$ cat config.mk
export PLATFORM = sky130hd
export DESIGN_NAME = demux8_stream_flat
export DESIGN_NICKNAME = d
export VERILOG_FILES = /design/src/rtl/demux8_stream_if.sv /design/src/rtl/demux8_stream.sv /design/src/flat_wrapper.sv
export SDC_FILE = /design/constraint.sdc
export NUM_CORES = 1
export LEC_CHECK = 0
export CELL_PAD_IN_SITES_DETAIL_PLACEMENT = 0
export CELL_PAD_IN_SITES_GLOBAL_PLACEMENT = 1
export CORE_MARGIN = 10
export CORE_UTILIZATION = 30
export DETAILED_ROUTE_END_ITERATION = 6
export PLACE_DENSITY = 0.9
export REMOVE_ABC_BUFFERS = 1
export SKIP_CTS_REPAIR_TIMING = 1
export SYNTH_ARGS = -nofsm -noshare
export SYNTH_HDL_FRONTEND = slang
export SYNTH_SLANG_ARGS = --single-unit
$ cat constraint.sdc
create_clock -name clk -period 1.8 [get_ports clk]
set_clock_uncertainty 0.05 [all_clocks]
set_input_delay 0.36 -clock clk [delete_from_list [all_inputs] [get_ports clk]]
set_output_delay 0.36 -clock clk [all_outputs]
set_load 0.02 [all_outputs]
$ cat src/rtl/demux8_stream_if.sv
// rtl/demux8_stream_if.sv - producer and eight-lane consumer handshake bundle for demux8_stream
interface demux8_stream_if #(
   parameter int WIDTH = 8
) ();
   logic             in_valid;
   logic             in_ready;
   logic [WIDTH-1:0] in_data;
   logic [2:0]       in_sel;
   logic             in_bcast;
   logic [7:0]       out_valid;
   logic [7:0]       out_ready;
   logic [WIDTH-1:0] out_data;
   logic             busy;

   // master: the surrounding environment (producer plus consumers)
   modport master (
      output in_valid, in_data, in_sel, in_bcast, out_ready,
      input  in_ready, out_valid, out_data, busy
   );

   modport slave (
      input  in_valid, in_data, in_sel, in_bcast, out_ready,
      output in_ready, out_valid, out_data, busy
   );
endinterface

$ cat src/rtl/demux8_stream.sv
// rtl/demux8_stream.sv - registered 1-to-8 stream demultiplexer with per-lane valid/ready
module demux8_stream #(
   parameter int WIDTH    = 8,
   parameter bit BCAST_EN = 1'b1
) (
   input  logic        clk,
   input  logic        rst,
   demux8_stream_if.slave bus
);
   logic [WIDTH-1:0] data_q, data_d;
   logic [7:0]       pend_q, pend_d;
   logic [7:0]       remain;
   logic             accept;

   // Lanes still owed the held word after this cycle's handshakes.
   assign remain       = pend_q & ~bus.out_ready;
   assign bus.in_ready = (remain == 8'h00);
   assign accept       = bus.in_valid & bus.in_ready;

   // Input fields are only looked at on accept, so X on them while idle stays out of state.
   always_comb begin
      pend_d = remain;
      data_d = data_q;
      if (accept) begin
         data_d = bus.in_data;
         if (BCAST_EN && bus.in_bcast) begin
            pend_d = 8'hFF;
         end else begin
            pend_d = 8'h01 << bus.in_sel;
         end
      end
   end

   always_ff @(posedge clk) begin
      if (rst) begin
         pend_q <= 8'h00;
         data_q <= {WIDTH{1'b0}};
      end else begin
         pend_q <= pend_d;
         data_q <= data_d;
      end
   end

   assign bus.out_valid = pend_q;
   assign bus.out_data  = data_q;
   assign bus.busy      = |pend_q;
endmodule

$ cat src/flat_wrapper.sv
// flat-port wrapper written by rule: the top's interface ports become plain ports
module demux8_stream_flat 
#(
   parameter int WIDTH    = 8,
   parameter bit BCAST_EN = 1'b1
)
  (clk, rst, bus_in_valid, bus_in_data, bus_in_sel, bus_in_bcast, bus_out_ready, bus_in_ready, bus_out_valid, bus_out_data, bus_busy);
  demux8_stream_if #(.WIDTH(WIDTH)) bus_i ();
  input  logic clk;
  input  logic rst;
  input wire logic [$bits(bus_i.in_valid)-1:0] bus_in_valid;
  input wire logic [$bits(bus_i.in_data)-1:0] bus_in_data;
  input wire logic [$bits(bus_i.in_sel)-1:0] bus_in_sel;
  input wire logic [$bits(bus_i.in_bcast)-1:0] bus_in_bcast;
  input wire logic [$bits(bus_i.out_ready)-1:0] bus_out_ready;
  output wire logic [$bits(bus_i.in_ready)-1:0] bus_in_ready;
  output wire logic [$bits(bus_i.out_valid)-1:0] bus_out_valid;
  output wire logic [$bits(bus_i.out_data)-1:0] bus_out_data;
  output wire logic [$bits(bus_i.busy)-1:0] bus_busy;
  assign bus_i.in_valid = bus_in_valid;
  assign bus_i.in_data = bus_in_data;
  assign bus_i.in_sel = bus_in_sel;
  assign bus_i.in_bcast = bus_in_bcast;
  assign bus_i.out_ready = bus_out_ready;
  assign bus_in_ready = bus_i.in_ready;
  assign bus_out_valid = bus_i.out_valid;
  assign bus_out_data = bus_i.out_data;
  assign bus_busy = bus_i.busy;
  demux8_stream #(.WIDTH(WIDTH), .BCAST_EN(BCAST_EN)) u_core (.clk(clk), .rst(rst), .bus(bus_i));
endmodule
==> results of run 1 <==
## registers in the layout, indices dropped and copies added, names as in the netlist
name and cells:
u_core.bus.out_data 8, u_core.bus.out_valid 8
## worst min path at each step
stage                                   startpoint                                   to  slack (ns)  cells after the start
3_3_place_gp   u_core.bus.out_data[0]$_SDFFE_PP0P_  u_core.bus.out_data[0]$_SDFFE_PP0P_        0.41                      2
6_report                          bus_out_ready[7]   u_core.bus.out_valid[7]$_SDFF_PP0_        0.37                      3
3_5_place_dp   u_core.bus.out_data[2]$_SDFFE_PP0P_  u_core.bus.out_data[2]$_SDFFE_PP0P_        0.42                      2
4_1_cts        u_core.bus.out_data[2]$_SDFFE_PP0P_  u_core.bus.out_data[2]$_SDFFE_PP0P_        0.43                      2
5_1_grt                           bus_out_ready[7]   u_core.bus.out_valid[7]$_SDFF_PP0_        0.36                      3
2_1_floorplan                                  rst   u_core.bus.out_valid[1]$_SDFF_PP0_        0.38                      1
## through the flow
stage | setup WS [ns] | utilization [%]
2_1_floorplan | -0.03187 | -
3_3_place_gp | -0.6903 | 53.96
3_5_place_dp | -0.6596 | 53.96
4_1_cts | -0.6620 | 55.24
5_1_grt | -0.09615 | 57.85
6_report | -0.02747 | 57.85
## cells by family after synthesis
| logic type | count (synthesis) | share of synthesized area (%) |
|---|---|---|
| multiplexers | 8 | 8.865 |
| flip-flops | 16 | 35.46 |
| AND/OR/NAND/NOR | 45 | 39.06 |
| AO/OA/AOI/OAI | 16 | 13.99 |
| buffers and inverters | 4 | 2.631 |
## layer usage
| layer | share of wire [%] | up-vias | global-route usage [%] |
|---|---|---|---|
| met4 | 1.2 | 0 | 4.412 |
| met3 | 4.8 | 2 | 2.760 |
| met5 | 0 | - | 0 |
| met2 | 54 | 24 | 18.48 |
| li1 | - | 466 | - |
| met1 | 40 | 436 | 11.52 |
## cell type report
| cell class | count | area [um2] |
|---|---|---|
| Clock buffer | 4 | 36.28 |
| Fill cell | 247 | 1192 |
| Inverter | 2 | 7.507 |
| Multi-Input combinational cell | 69 | 593.1 |
| Sequential cell | 16 | 320.3 |
| Tap cell | 31 | 38.79 |
| Timing Repair Buffer | 67 | 640.6 |
## cells in the mapped netlist (all sizes together)
cell / count / area (um2)
nor3: 3 / 26.28
nor3b: 1 / 7.510
nand3: 1 / 17.52
o211ai: 1 / 7.510
a31oi: 3 / 18.77
nor4b: 1 / 8.760
inv: 2 / 7.510
o22ai: 3 / 18.77
nand2: 5 / 26.27
or4b: 2 / 23.77
or3: 1 / 6.260
o21ai: 4 / 20.02
nand2b: 21 / 153.9
dfxtp: 16 / 320.3
and3b: 1 / 8.760
clkbuf: 1 / 3.750
nor2: 2 / 7.510
or2b: 3 / 26.28
o31a: 2 / 20.02
dlymetal6s2s: 1 / 12.51
nand4: 1 / 21.27
nor4: 2 / 12.51
and3: 1 / 6.260
mux2i: 8 / 80.08
o32ai: 3 / 41.29
## power by group through the flow
stage	registers (mW)	logic (mW)	clock network [mW]
3_3_place_gp	0.413	0.435	0
2_1_floorplan	0.458	0.151	0
4_1_cts	0.407	0.447	0.255
3_5_place_dp	0.416	0.445	0
6_report	0.408	0.447	0.246
5_1_grt	0.413	0.479	0.275
## worst register-to-register path: stages, from the launching register on
cell     delay (ns)
dfxtp_1        0.32
or2b_4         0.21
nand2_4        0.05
buf_4          0.15
or4b_4         0.51
o32ai_2        0.27
==> flow_summary_export.csv, run 1 <==
group,metric,value,unit
run_status,status,"finished, violations left",
run_status,violations,"negative setup slack",
layout,mostFrequentLayoutCells,"27 x buf_4, 25 x clkdlybuf4s50_1, 17 x nand2b_1",
critical_path,crit_arrival,1.42,ns
placement,place_hpwl,2423,um
placement,gp_congestion,0.8873,
critical_path,r2r-start,"u_core.bus.out_valid[3]$_SDFF_PP0_",
clock_network,cts_made_buffers,3,
layout,nets,182,
placement,placed_area,0.001526,mm2
layout,area_delta_synth_final,81.16,%
layout,final_area,0.001637,mm2
timing,tns,-0.02747,ns
power_and_ir_drop,p_sw,340.9,uW
timing,fin_crit_sh,101.5,%
critical_path,worst_path_dominant_cell_family,"buffers and inverters",
clock_network,clk_latency,0.29,ns
floorplan,die-area,0.005606,mm2
timing,fin_crit,1.827,ns
critical_path,worst-path-stages,5,
power_and_ir_drop,power_density,673.0,mW/mm2
layout,antenna_cells,0,
grt,grt-ovfl-total,0,
yosys,ys_types,30,
critical_path,crit_path_end,"bus_in_ready",
timing,final.setup.worst_slack,-0.02747,ns
yosys,synth_warnings,0,
critical_path,crit_required,1.39,ns
critical_path,slowest_stage,"clkdlybuf4s50_1",
clock_network,htreeDepth,1,
critical_path,cp-end-kind,"output port",
timing,setup_viol,1,
floorplan,coreArea,0.002829,mm2
timing,finalMaxSlewViolations,0,
clock_network,clock_sink_count,16,
clock_network,cts_tree,"done",
detailed_routing,via_per_inst,4.910,
power_and_ir_drop,seqPwrFrac,37.0,%
critical_path,rrSetupSlack,0.15,ns
clock_network,path_clk_slew,0.09,ns
critical_path,crit_buf_inv,2,
layout,final_common_cell,"buf_4",
yosys,yosysSeqAreaShare,35.46,%
timing,slew-limit-headroom,83.28,%
power_and_ir_drop,peakVddDrop,401.2,uV
power_and_ir_drop,pwr-share-comb,40.6,%
critical_path,start_kind,"input port",
power_and_ir_drop,switching_share,30.95,%
power_and_ir_drop,intPower,760.5,uW
layout,fin_cells,189,
yosys,synthCells,89,
power_and_ir_drop,p_leak,0.8578,nW
clock_network,root_buffer,"clkbuf_4",
timing,finalHoldViolations,0,
power_and_ir_drop,p_clk_share,22.3,%
floorplan,die_y,74.88,um
yosys,synth.avg_cell_area,10.15,um2
power_and_ir_drop,p_total,1.101,mW
timing,fmax,547.2,MHz
detailed_routing,vias,928,
critical_path,cpPeakStageDelay,0.45,ns
clock_network,clk_path_buf_depth,2,
floorplan,die_w,74.88,um
timing,hold_slack,0.3698,ns
critical_path,r2r_cells,5,
critical_path,cp_max_fo,2,
yosys,ys_ff_latch,16,
detailed_routing,wl_per_cell,15.44,um
run,drv_cap,0,
grt,track_usage,10.45,%
placement,dpl.cell_count,183,
detailed_routing,finalWirelength,2919,um
detailed_routing,drt_iter0_drc,20,
placement,port_buffers,40,
timing,worst_slew_pin_slew,0.2505,ns
detailed_routing,post-route-drc-count,0,
floorplan,start_util,31.93,%
critical_path,crit_path_start,"bus_out_ready[6]",
critical_path,rr_endpoint,"u_core.bus.out_valid[5]$_SDFF_PP0_",
critical_path,cp_cell_sequence,"clkdlybuf4s50_1 -> nand2b_1 -> nand2_2 -> nor4b_4 -> buf_4",
grt,grt_max_degree,16,
detailed_routing,firstDrtPassIters,4,
layout,drive_gt1_share,32.91,%
grt,grt_pass1_wl,4540,um
critical_path,critPathKind,"in -> out",
grt,first_global_vias,997,
floorplan,rows,19,
timing,rsz0062_at_grt,"yes",
yosys,netlist_area,903.4,um2
grt,antenna_found_initial,0,
detailed_routing,antenna_left,0,
worst_hold_path,holdCritPathClass,"in -> reg",
floorplan,ioPinCount,41,
No activity file was read; power rests on OpenSTA's default activity.
==> run 2: changes to the inputs <==
CORE_MARGIN = not set   (was 10)
PLACE_DENSITY = not set   (was 0.9)
PLACE_DENSITY_LB_ADDON = 0.1   (was not set)
SKIP_LAST_GASP = 1   (was not set)
==> flow_summary_export.csv, run 2 (synthesized netlist as in run 1, its figures left out) <==
group,metric,value,unit
layout,fin_cells,192,
critical_path,crit_arrival,1.43,ns
timing,slew-limit-headroom,82.40,%
detailed_routing,vias,927,
floorplan,start_util,32.20,%
timing,setup_viol,1,
floorplan,die_w,56.88,um
detailed_routing,firstDrtPassIters,6,
placement,gp_congestion,0.8682,
layout,final_area,0.001649,mm2
placement,placed_area,0.001556,mm2
critical_path,cp_max_fo,2,
critical_path,cp-end-kind,"output port",
clock_network,cts_made_buffers,3,
grt,grt_pass1_wl,3974,um
critical_path,r2r_cells,5,
worst_hold_path,holdCritPathClass,"reg -> reg",
worst_hold_path,hold_depth,2,
grt,track_usage,15.95,%
detailed_routing,antenna_left,0,
placement,dpl.cell_count,187,
detailed_routing,dr_wl_met3,158,um
timing,finalMaxSlewViolations,0,
clock_network,clk_path_buf_depth,2,
critical_path,start_kind,"input port",
timing,finalHoldViolations,0,
clock_network,clock_sink_count,16,
timing,worst_slew_pin_slew,0.2615,ns
detailed_routing,drt_iter0_drc,23,
grt,first_global_vias,916,
clock_network,cts_tree,"done",
detailed_routing,met1Wirelength,1077,um
timing,fin_crit_sh,102.4,%
placement,place_hpwl,1936,um
timing,fin_crit,1.844,ns
placement,dp_slack,-0.6555,ns
run_status,status,"finished, violations left",
timing,hold_slack,0.4286,ns
clock_network,root_buffer,"clkbuf_4",
layout,antenna_cells,0,
detailed_routing,post-route-drc-count,8,
detailed_routing,top_layer,"met4",
floorplan,die_y,56.88,um
clock_network,path_clk_slew,0.09,ns
layout,mostFrequentLayoutCells,"31 x buf_4, 29 x clkdlybuf4s50_1, 16 x nand2b_1",
timing,final.setup.worst_slack,-0.04400,ns
detailed_routing,finalWirelength,2463,um
clock_network,htreeDepth,1,
critical_path,critPathKind,"in -> out",
layout,drive_gt1_share,35.40,%
detailed_routing,wl_per_cell,12.83,um
layout,nets,186,
power_and_ir_drop,peakVddDrop,418.9,uV
power_and_ir_drop,p_leak,0.8158,nW
grt,antenna_found_initial,0,
run,drv_cap,0,
run_status,violations,"design-rule violations, negative setup slack",
power_and_ir_drop,power_density,633.6,mW/mm2
floorplan,die-area,0.003235,mm2
timing,fmax,542.3,MHz
floorplan,rows,19,
layout,final_common_cell,"buf_4",
timing,rsz0062_at_grt,"yes",
layout,area_delta_synth_final,82.55,%
floorplan,ioPinCount,41,
critical_path,crit_required,1.39,ns
floorplan,coreArea,0.002805,mm2
power_and_ir_drop,p_total,1.045,mW
grt,grt-ovfl-total,0,
grt,grt_max_degree,20,
detailed_routing,via_per_inst,4.828,
detailed_routing,wl_met2,1214,um
clock_network,clk_latency,0.28,ns
placement,port_buffers,40,
==> run 2: cell types whose count changed in the layout (fill, tap and decap cells not counted) <==
cell	change
buf_4	+4
clkdlybuf4s50_1	+4
dlymetal6s2s_1	-4
clkbuf_8	-1
dfxtp_1	-1
dfxtp_2	+1
nand2b_1	-1
nand2b_4	+1
or2b_2	+1
or2b_4	-1
==> run 2: power breakdown <==
part | switching [mW] | internal (mW) | leakage (nW) | total (mW)
logic | 0.193 | 0.259 | 0.670 | 0.452
registers | 0.0216 | 0.388 | 0.132 | 0.409
clock network | 0.106 | 0.0776 | 0.0138 | 0.183
==> run 2: path summary, 6_finish.rpt <==
path | endpoint | startpoint | slack, ns
worst max register to register | u_core.bus.out_valid[5]$_SDFF_PP0_ | u_core.bus.out_valid[7]$_SDFF_PP0_ | 0.18
worst max-delay path | bus_in_ready | bus_out_ready[3] | -0.04
worst min-delay path | u_core.bus.out_data[3]$_SDFFE_PP0P_ | u_core.bus.out_data[3]$_SDFFE_PP0P_ | 0.43
worst min register to register | u_core.bus.out_data[3]$_SDFFE_PP0P_ | u_core.bus.out_data[3]$_SDFFE_PP0P_ | 0.43
==> run 2: per-stage QoR <==
| stage | util, % | setup TNS (ns) |
|---|---|---|
| 2_1_floorplan | - | -0.03187 |
| 3_3_place_gp | 55.49 | -3.059 |
| 3_5_place_dp | 55.49 | -3.351 |
| 4_1_cts | 56.29 | -1.202 |
| 5_1_grt | 58.79 | -0.08328 |
| 6_report | 58.79 | -0.04400 |
==> run 2: critical path, cell delays in order <==
cell and delay, ns:
clkdlybuf4s50_1 0.45, or2b_2 0.13, nand2_4 0.06, nor4b_4 0.26, buf_4 0.18
==> run 2: routing by layer <==
metal  vias to the layer above  GRT usage [%]
met5                         -              0
met4                         0          4.530
met3                         2          4.147
met2                        32          27.21
met1                       422          19.72
li1                        471              -
==> run 2: final cells by class <==
class                   instances  area (um2)
clock buffers                   3       22.52
inverters                       2       7.507
repair buffers                 71       660.6
fillers                       270        1156
flip-flops and latches         16       321.6
well taps                      31       38.79
multi-input cells              69       598.1
